`src/rtl/i2c_txn_ctrl.sv`:
```
`default_nettype none
// ============================================================================
//  Module   : i2c_txn_ctrl
//  Function : Single-register I2C master. Runs one register write
//             (START, addr+W, index, data, STOP) or one register read
//             (START, addr+W, index, RESTART, addr+R, data, master NACK,
//             STOP) per accepted request, driving open-drain enables.
//  Revision : 1.0  initial release
// ============================================================================
module i2c_txn_ctrl #(
    parameter int CLK_DIV = 4
) (
    input  logic       clk,
    input  logic       RST,
    input  logic       req_valid,
    output logic       req_ready,
    input  logic       req_rw,
    input  logic [6:0] req_addr,
    input  logic [7:0] req_index,
    input  logic [7:0] req_wdata,
    output logic       rsp_valid,
    output logic [7:0] rsp_rdata,
    output logic       rsp_nack,
    output logic       scl_oe,
    output logic       sda_oe,
    input  logic       sda_in
);

    localparam logic [15:0] TICK_MAX  = 16'(CLK_DIV - 1);
    // Which byte the current TXBIT/ACKCHK pass belongs to
    localparam logic [1:0]  PH_ADDR_W = 2'd0;
    localparam logic [1:0]  PH_INDEX  = 2'd1;
    localparam logic [1:0]  PH_WDATA  = 2'd2;
    localparam logic [1:0]  PH_ADDR_R = 2'd3;

    typedef enum logic [3:0] {
        IDLE    = 4'd0,
        START   = 4'd1,
        TXBIT   = 4'd2,
        ACKCHK  = 4'd3,
        RESTART = 4'd4,
        RXBIT   = 4'd5,
        MNACK   = 4'd6,
        STOP    = 4'd7,
        DONE    = 4'd8
    } state_t;

    state_t      state;
    state_t      state_nx;
    logic [15:0] tick;
    logic [1:0]  qtr;
    logic [2:0]  bit_idx;
    logic [1:0]  phase;
    logic        rw;
    logic [6:0]  addr;
    logic [7:0]  index;
    logic [7:0]  wdata;
    logic [7:0]  tx_sh;
    logic [7:0]  rx_sh;
    logic        nack;
    logic        qtr_end;
    logic        last_qtr;
    logic        sample;
    logic        step;

    // Quarter boundary and the SDA sample point (last clk of quarter 2)
    assign qtr_end = (tick == TICK_MAX);
    assign sample  = qtr_end && (qtr == 2'd2);
    assign step    = qtr_end && last_qtr;

    // State register
    always_ff @(posedge clk or posedge RST) begin
        if (RST) begin
            state <= IDLE;
        end else begin
            state <= state_nx;
        end
    end

    // Next-state decode and line/handshake outputs
    always_comb begin
        state_nx  = state;
        scl_oe    = 1'b0;
        sda_oe    = 1'b0;
        last_qtr  = 1'b0;
        req_ready = 1'b0;
        rsp_valid = 1'b0;
        case (state)
            IDLE: begin
                req_ready = 1'b1;
                if (req_valid) state_nx = START;
            end
            START: begin
                sda_oe   = 1'b1;
                scl_oe   = (qtr == 2'd1);
                last_qtr = (qtr == 2'd1);
                if (step) state_nx = TXBIT;
            end
            TXBIT: begin
                scl_oe   = (qtr == 2'd0) || (qtr == 2'd3);
                sda_oe   = ~tx_sh[7];
                last_qtr = (qtr == 2'd3);
                if (step && bit_idx == 3'd7) state_nx = ACKCHK;
            end
            ACKCHK: begin
                scl_oe   = (qtr == 2'd0) || (qtr == 2'd3);
                last_qtr = (qtr == 2'd3);
                if (step) begin
                    if (nack) begin
                        state_nx = STOP;
                    end else begin
                        case (phase)
                            PH_ADDR_W: state_nx = TXBIT;
                            PH_INDEX:  state_nx = rw ? RESTART : TXBIT;
                            PH_WDATA:  state_nx = STOP;
                            default:   state_nx = RXBIT;
                        endcase
                    end
                end
            end
            RESTART: begin
                scl_oe   = (qtr == 2'd0) || (qtr == 2'd3);
                sda_oe   = (qtr == 2'd2) || (qtr == 2'd3);
                last_qtr = (qtr == 2'd3);
                if (step) state_nx = TXBIT;
            end
            RXBIT: begin
                scl_oe   = (qtr == 2'd0) || (qtr == 2'd3);
                last_qtr = (qtr == 2'd3);
                if (step && bit_idx == 3'd7) state_nx = MNACK;
            end
            MNACK: begin
                scl_oe   = (qtr == 2'd0) || (qtr == 2'd3);
                last_qtr = (qtr == 2'd3);
                if (step) state_nx = STOP;
            end
            STOP: begin
                scl_oe   = (qtr == 2'd0);
                sda_oe   = (qtr != 2'd2);
                last_qtr = (qtr == 2'd2);
                if (step) state_nx = DONE;
            end
            DONE: begin
                rsp_valid = 1'b1;
                state_nx  = IDLE;
            end
            default: state_nx = IDLE;
        endcase
    end

    // Timing counters, request capture, shift registers and response hold
    always_ff @(posedge clk or posedge RST) begin
        if (RST) begin
            tick      <= 16'd0;
            qtr       <= 2'd0;
            bit_idx   <= 3'd0;
            phase     <= PH_ADDR_W;
            rw        <= 1'b0;
            addr      <= 7'd0;
            index     <= 8'd0;
            wdata     <= 8'd0;
            tx_sh     <= 8'd0;
            rx_sh     <= 8'd0;
            nack      <= 1'b0;
            rsp_rdata <= 8'd0;
            rsp_nack  <= 1'b0;
        end else begin
            if (state == IDLE || state == DONE) begin
                tick <= 16'd0;
                qtr  <= 2'd0;
            end else if (qtr_end) begin
                tick <= 16'd0;
                qtr  <= last_qtr ? 2'd0 : qtr + 2'd1;
            end else begin
                tick <= tick + 16'd1;
            end

            if (state == IDLE && req_valid) begin
                rw      <= req_rw;
                addr    <= req_addr;
                index   <= req_index;
                wdata   <= req_wdata;
                tx_sh   <= {req_addr, 1'b0};
                phase   <= PH_ADDR_W;
                bit_idx <= 3'd0;
                nack    <= 1'b0;
                rx_sh   <= 8'd0;
            end

            if (sample && state == ACKCHK && sda_in) nack <= 1'b1;
            if (sample && state == RXBIT) rx_sh <= {rx_sh[6:0], sda_in};

            if (step) begin
                case (state)
                    TXBIT: begin
                        bit_idx <= bit_idx + 3'd1;
                        tx_sh   <= {tx_sh[6:0], 1'b0};
                    end
                    ACKCHK: begin
                        if (!nack && phase == PH_ADDR_W) begin
                            tx_sh <= index;
                            phase <= PH_INDEX;
                        end else if (!nack && phase == PH_INDEX && !rw) begin
                            tx_sh <= wdata;
                            phase <= PH_WDATA;
                        end
                    end
                    RESTART: begin
                        tx_sh <= {addr, 1'b1};
                        phase <= PH_ADDR_R;
                    end
                    RXBIT: bit_idx <= bit_idx + 3'd1;
                    STOP: begin
                        rsp_rdata <= (rw && !nack) ? rx_sh : 8'd0;
                        rsp_nack  <= nack;
                    end
                    default: ;
                endcase
            end
        end
    end

endmodule
`default_nettype wire

```
`config.mk`:
```
export PLATFORM = sky130hd
export DESIGN_NAME = i2c_txn_ctrl
export DESIGN_NICKNAME = d
export VERILOG_FILES = /design/src/rtl/i2c_txn_ctrl.sv
export SDC_FILE = /design/constraint.sdc
export NUM_CORES = 1
export LEC_CHECK = 0
export CAP_MARGIN = 5
export CORE_MARGIN = 4
export CORE_UTILIZATION = 25
export CTS_BUF_LIST = sky130_fd_sc_hd__clkbuf_16
export DETAILED_ROUTE_END_ITERATION = 8
export GPL_TIMING_DRIVEN = 0
export PLACE_DENSITY = 0.52
export RECOVER_POWER = 25
export SETUP_SLACK_MARGIN = 0.4
export SLEW_MARGIN = 10
export SYNTH_ARGS = -nofsm -noshare
export SYNTH_HDL_FRONTEND = slang
export SYNTH_SLANG_ARGS = --single-unit
```
`constraint.sdc`:
```
create_clock -name clk -period 3.1 [get_ports clk]
set_input_delay 0.775 -clock clk [delete_from_list [all_inputs] [get_ports clk]]
set_output_delay 0.775 -clock clk [all_outputs]
set_load 0.02 [all_outputs]
```
Word-level counts from Yosys, hierarchy flattened
Cells that the tools add are included.

word-level totals
  flip-flop bits (word level) = 77
  input port bits = 28
  word-level logic and storage cells = 107

operators by class
  add/subtract/negate cells = 3
  equal/unequal tests = 23
  mux-type cells = 39
  bitwise logic cells = 1
  reduce and logical (&&, ||, !) cells = 27

operators with widths
  operator                 count
  $mux W8                  7
  $mux W16                 2
  $mux W4                  7
  $pmux W4 S7              1
  $pmux W8 S3              1
  $add A16 B1 Y16 const B  1
  $eq A16 B2 Y1 const B    1
  $eq A4 B3 Y1 const B     4
  $mux W3                  5
  $mux W2                  7
  $ne A2 B2 Y1 const B     7
  $logic_and A1 B1 Y1      11
  $pmux W3 S3              1
  $eq A4 B2 Y1 const B     2
  $reduce_and A7 Y1        1
  $eq A2 B2 Y1 const B     3
  $pmux W1 S3              2
  $reduce_bool A2 Y1       3
  $reduce_or A5 Y1         1
  $eq A2 B1 Y1 const B     2
  $eq A4 B1 Y1 const B     1
  $eq A4 B4 Y1 const B     1
  $logic_not A2 Y1         2
  $logic_not A4 Y1         1
  other kinds (12)         19

Logic depth before layout (Yosys ltp)
  word-level depth = 7
  gate-level depth with buffers = 8
  depth with buffers taken out = 7

Worst setup path before layout
Ideal clock, no wire load.

  path kind = reg2out
  start = reg qtr[0]
  end = out scl_oe
  arrival = 1.497 ns
  required time = 2.325 ns
  setup slack = 0.828 ns
  stages on the path, launching flop included = 6
  cells stage by stage = dfrtp_1 -> inv_1 -> ha_1 -> mux2i_1 -> nor2_1 -> a211oi_1

on the way
  longest elaborated chain between the ends = 3
  elaborated cells between the ends (all ways) = 5
  classes of those cells = eq/ne (2); mux (1); reduce/logical (2)

RTL lines
  element                                                  line  RTL
  from (decl)                                              51    logic [1:0] qtr;
  from (signal assigned)                                   173   qtr <= last_qtr ? 2'd0 : qtr + 2'd1;
  $eq A2 B2 Y1 / $logic_not A2 Y1 (equally long branches)  n/a
  $logic_or A1 B1 Y1                                       n/a
  $pmux W1 S3 (*)                                          88    case (state)
  to (decl)                                                24    output logic scl_oe,

Every way passes the cells marked *; elsewhere a longest branch is shown, timed or not.

Worst setup path in the final report
  start = reg state[1]
  end = out sda_oe

on the way
  longest elaborated chain between the ends = 2
  elaborated cells between the ends (all ways) = 5
  classes of those cells = eq/ne (4); mux (1)

RTL lines
  element                                     line  RTL
  from (decl)                                 48    state_t state;
  from (signal assigned)                      76    state <= state_nx;
  $eq A4 B3 Y1, or another cell as far along  88
  $pmux W1 S4 (*)                             88
  to (decl)                                   25    output logic sda_oe,

Marks and branches as above.

==> impl_metrics.tcl <==
set metrics [dict create \
    start_util_pct 25.5 \
    drv_cap 0 \
    setup_viol 0 \
    post_synth_mux_area_share_pct 9.66 \
    hold_viol_final 0 \
    htree_levels 3 \
    initialDrtViolationCount 180 \
    clock-root-buffer "sky130_fd_sc_hd__clkbuf_16" \
    post-route-period-util_pct 83.9 \
    yosys-top-cells-area "sky130_fd_sc_hd__dfrtp_1 (48%), sky130_fd_sc_hd__mux2_2 (6.9%), sky130_fd_sc_hd__nand2_1 (4.7%)" \
    routabilityCongestion 0.845 \
    nets 489 \
    synth.top_cell.area_share_pct 47.5 \
    dp_hpwl_mm 7.46 \
    met2_usage_pct 18.7 \
    regToRegSetupSlack_ns 0.82 \
    detail_route.wl_per_cell_um 15.1 \
    synth_fa_ha_area_share_pct 2.16 \
    setup.worst_path.end_class "output port" \
    grt_usage_pct 11.8 \
    syn_inst 399 \
    ctsLongestPathBuffers 2 \
    critical_path.max_fanout 10 \
    netlist_top_cells_count "sky130_fd_sc_hd__dfrtp_1 (77), sky130_fd_sc_hd__nand2_1 (51), sky130_fd_sc_hd__nor2_1 (39)" \
    crit_start "state[1]" \
    power-per-cell-area_nw_per_um2 431 \
    yosysSeqAreaShare_pct 47.5 \
    timing.final.max_slew_violations 0 \
    cts_hold_buffers 0 \
    area_growth_pct 25.1 \
    finalWorstSetupSlack_ns 0.500 \
    final_period_minus_worst_setup_slack_ns 2.60 \
    port_buffers 40 \
    cts_sinks 77 \
    power.ir.vdd_worst_mv 0.178 \
    result_of_the_run "finished, final reports clean" \
    detail_route.first_pass.iterations 5 \
    dominant_combinational_cell_family_by_area_after_synthesis "simple AND/OR/NAND/NOR gates" \
    cts.clk_slew.worst_paths_ns 0.06 \
    timing.setup.tns_ns 0 \
    globalRouteMet3Util_pct 1.86 \
    timing.max_slew.rel_slack_pct 42.4 \
    boundaryPins 41 \
    yosys.area.top_type "sky130_fd_sc_hd__dfrtp_1" \
    core.rowCount 46 \
    global_routing_met1_resource_utilization_pct 15.6 \
    hp-class "register to register" \
    gr-total-overflow 0 \
    rr_startpoint "qtr[0]" \
    synth_enable_flop_cells 0 \
    reg2reg_depth 8 \
    timing_worst_setup_path_type "register to output port" \
    cp-endpoint "sda_oe" \
    cp_data_required_time_ns 2.32 \
    die-width_um 135 \
    via_count_of_the_first_global_routing_pass 3288 \
    numCtsBuffers 9 \
    worst_skew_pair.late_latency_ns 0.34 \
    core_area_um2 15900 \
    post_synthesis_cell_area_um2 4050 \
    grt_start_max_net_pins 35 \
    yosys_most_used_dff "sky130_fd_sc_hd__dfrtp_1" \
    critPathLaunchType "register" \
    floorplan.die_area_um2 18300 \
    fp.dieH_um 135 \
    r2r_end "rsp_rdata[5]" \
    worst_slack_at_placement_ns 0.272 \
    synthSimpleGateAreaFrac_pct 19.1 \
    route.final.wire_length_mm 10.2 \
    synth-warning-count 0 \
    final_layout_size_suffix_gt1_share_pct 17.9 \
    cts_tree "yes" \
    synth.avg_cell_area_um2 10.2 \
    synth_cell_type_count 58 \
    cellLeakagePower_nw 2.30 \
    diodes 0 \
    rsz_0062_raised_after_global_routing "yes" \
    worst-slew-pin-transition_ns 0.863 \
    grt_first_pass_wirelength_mm 16.9 \
    synth_area_in_compound_gates_pct 14.3 \
    fin_skew_ns 0.00505 \
    yosys.cell_count.top_type "sky130_fd_sc_hd__dfrtp_1" \
    route.detailed.vias_per_inst 4.65 \
    drcViolationCount 0 \
    async_flop_share_pct 100 \
    ant_nets 0 \
    max_clock_freq_mhz 385 \
    grt_antenna_before_repair 0 \
    yosys.area_share.xor_xnor_pct 2.59 \
    globalRoute.busiestLayer "met2" \
    vias 3138 \
    postSynthRegisterBits 77 \
    worst-endpoint-arrival_ns 1.82 \
    mapped_nets 434 \
]
stage by stage:
step / instances / power [W] / area (µm²) / hold slack (ns) / util [%]
2_1_floorplan: 399 / 0.00104 / 4060 / 0.424 / -
3_3_place_gp: 655 / 0.00108 / 4730 / 0.439 / 29.8
3_5_place_dp: 657 / 0.00109 / 4770 / 0.445 / 30.0
4_1_cts: 673 / 0.00223 / 5090 / 0.459 / 32.0
5_1_grt: 675 / 0.00227 / 5070 / 0.483 / 31.9
6_report: 675 / 0.00218 / 5070 / 0.457 / 31.9
worst max-delay path, cell delays in order, from the launching register on:
cell,delay [ns]
sky130_fd_sc_hd__dfrtp_1,0.38
sky130_fd_sc_hd__clkbuf_8,0.17
sky130_fd_sc_hd__clkbuf_8,0.17
sky130_fd_sc_hd__nor2_4,0.12
sky130_fd_sc_hd__o21ai_0,0.09
sky130_fd_sc_hd__o211ai_1,0.10
sky130_fd_sc_hd__o21ai_0,0.11
sky130_fd_sc_hd__nor2_1,0.17
sky130_fd_sc_hd__buf_4,0.17
state kept, by name, indices dropped and copies added (netlist names):
signal,cells
qtr,2
tick,16
index,8
tx_sh,8
rsp_rdata,8
state,4
nack,1
bit_idx,3
rw,1
wdata,8
rx_sh,8
phase,2
rsp_nack,1
addr,7
cells in the final DEF, fill, tap and decap left out, drive strengths merged, types with 3 or more instances in the layout:
cell type,n
nor2b,3
mux2,25
nand2,51
mux2i,11
a21o,6
buf,13
and2,3
nand2b,5
or3,6
o21ai,33
xor2,10
dfrtp,77
and4,4
a22oi,14
o22ai,8
nor2,39
ha,7
clkdlybuf4s50,35
a21oi,12
and3,3
inv,7
nor3,8
clkinv,3
nand4,6
clkbuf,28
nand3,7
nor4,3
logic make-up (layout without fill, tap and decap cells):
| group | after synthesis | in the layout |
|---|---|---|
| fa+ha+maj | 7 | 7 |
| simple gates | 146 | 146 |
| mux | 36 | 36 |
| xor+xnor | 12 | 12 |
| flops | 77 | 77 |
| buf+inv | 31 | 91 |
| compound gates | 90 | 90 |
repair_timing:
item,4_1_cts,5_1_grt
gates cloned,0,0
pin swaps,1,1
resized for setup,20,4
setup buffers,0,2
endpoints found under the setup margin,4,4
power by group:
part           switching [W]  internal (W)
logic              0.0000275     0.0000310
registers                  0       0.00101
clock network       0.000419      0.000700
worst min path at each step:
stage               startpoint      end  cells after the start
global placement       tick[0]  tick[0]                      1
global route           tick[0]  tick[0]                      1
detailed placement     tick[0]  tick[0]                      1
floorplan              tick[0]  tick[0]                      1
CTS                    tick[0]  tick[0]                      1
finish                 tick[0]  tick[0]                      1
routing by layer:
layer / share of wire [%] / up-vias
li1: - / 1539
met1: 47 / 1526
met2: 48 / 62
met3: 2.8 / 11
met4: 1.8 / 0
met5: 0 / -
final cells by class:
type	count	area, µm²
repair buffers	44	410
fillers	1668	10800
plain buffers	24	163
multi-input cells	291	1960
well taps	216	270
flip-flops and latches	77	1930
clock buffers	9	225
clock inverters	7	88.8
inverters	7	27.5
Note: power is estimated with default switching activity, not from simulation.
==> patch (same flow settings) <==
Re-encode `state_t` (9 states) as one-hot, 9 bits wide.
--- a/src/rtl/i2c_txn_ctrl.sv
+++ b/src/rtl/i2c_txn_ctrl.sv
@@ -33,16 +33,16 @@
     localparam logic [1:0]  PH_WDATA  = 2'd2;
     localparam logic [1:0]  PH_ADDR_R = 2'd3;
 
-    typedef enum logic [3:0] {
-        IDLE    = 4'd0,
-        START   = 4'd1,
-        TXBIT   = 4'd2,
-        ACKCHK  = 4'd3,
-        RESTART = 4'd4,
-        RXBIT   = 4'd5,
-        MNACK   = 4'd6,
-        STOP    = 4'd7,
-        DONE    = 4'd8
+    typedef enum logic [8:0] {
+        IDLE    = 9'b000000001,
+        START   = 9'b000000010,
+        TXBIT   = 9'b000000100,
+        ACKCHK  = 9'b000001000,
+        RESTART = 9'b000010000,
+        RXBIT   = 9'b000100000,
+        MNACK   = 9'b001000000,
+        STOP    = 9'b010000000,
+        DONE    = 9'b100000000
     } state_t;
 
     state_t      state;
Formal check against the unedited RTL: same outputs for any inputs over 10 cycles, from zero or initial values and one cycle with RST high; not proved beyond that.
==> patch against the unedited design <==
Sequential cell count is 5 higher; global-route usage is 0.54 points higher; count of clock-buffer cells in the layout stayed put; synthesized area is 5.0% higher; sequential share of layout area is 2.8 points lower; setup slack worse by 0.43 ns; largest cell class unchanged; highest routed layer unchanged; cell count is 9.6% higher; cell area is 15% higher; wire length is 18% higher; clock skew is 0.0012 ns higher.
Power is not compared: it rests on default switching activity, and its combinational part moved more than twofold at a synthesized area within 25%.
==> patch: results <==
set metrics [dict create \
    outcome "completed" \
    globalplace.congestion 0.785 \
    layout.nets 552 \
    placed_cells 697 \
    ff2ff_path_depth 10 \
    hold_path.class "reg2reg" \
    grt_first_pass_wirelength_um 19300 \
    grt_pass1_vias 3707 \
    drive_gt1_share_pct 28.3 \
    ys_top_cells_by_count "81 x dfrtp_1, 53 x nand2_1, 34 x o21ai_0" \
    viasPerCell 4.96 \
    preCtsSetupSlack_ns -0.650 \
    place.port_buffers 40 \
    synth_area_leaders "dfrtp_1 48%, mux2_2 8.2%, nand2_1 4.7%" \
    final_cells 740 \
    syn_avg_cell_area_um2 9.79 \
    maxSlewHeadroom_pct 25.8 \
    startpoint_type "flip-flop" \
    finalClockSkew_ns 0.00626 \
    grt.total_usage_pct 12.3 \
    critPathLaunch "state[5]" \
    hpwl_um 7940 \
    seq_area_frac_synth_pct 48.2 \
    synth_cell_type_count 52 \
    syn-num-nets 470 \
    wirelength_um 12000 \
    fillCellCount 1644 \
    drt_iter0_markers 225 \
    grt_max_degree 33 \
    placed_cell_area_um2 4980 \
    min_from "bit_idx[0]" \
    path_max_fanout 7 \
    p_sw_share_pct 34.5 \
]
-- patch: final timing paths --
kind / endpoint / slack (ns)
setup / recovery: sda_oe / 0.07
setup reg to reg: state[3] / 0.17
max in group asynchronous: state[7] / 0.56
hold reg to reg: bit_idx[0] / 0.48
hold / removal: bit_idx[0] / 0.48
min in group asynchronous: addr[2] / 1.10
-- patch: cells by family (layout without fill, tap and decap cells) --
logic type	after synthesis	in the layout	synth area share, %
AND/OR/NAND/NOR	164	164	19.2
XOR/XNOR	13	13	2.67
adder cells (fa/ha/maj)	7	7	2.06
AO/OA/AOI/OAI	96	97	14.8
flip-flops	82	82	48.2
multiplexers	37	37	9.61
buffers and inverters	36	120	3.44
-- patch: what timing repair did --
item	4_1_cts	5_1_grt
buffers inserted	19	7
endpoints found under the hold margin	0	0
resized for setup	63	72
endpoints found under the setup margin	44	67
pin swaps	11	21
cloned	3	0
-- patch: metal layers --
layer / wire length (µm) / GRT usage [%]
met1: 5280 / 15.4
met2: 5970 / 20.3
met3: 477 / 3.42
met4: 255 / 4.89
met5: 0 / 0
-- patch: area by class of cell --
| cell class | instances | area (µm²) | area share, % |
|---|---|---|---|
| multi-input cells | 318 | 2340 | 40.1 |
| well taps | 220 | 275 | 4.71 |
| clock buffers | 9 | 225 | 3.85 |
| flip-flops and latches | 82 | 2060 | 35.2 |
| repair buffers | 70 | 684 | 11.7 |
| inverters | 14 | 53.8 | 0.920 |
| clock inverters | 5 | 72.6 | 1.24 |
| plain buffers | 22 | 134 | 2.29 |
-- patch: worst max-delay path, stage by stage (launching register included) --
cell	delay, ns
dfrtp_1	0.37
buf_6	0.14
or4_4	0.51
buf_6	0.14
or4_4	0.45
o2111ai_4	0.13
buf_6	0.15
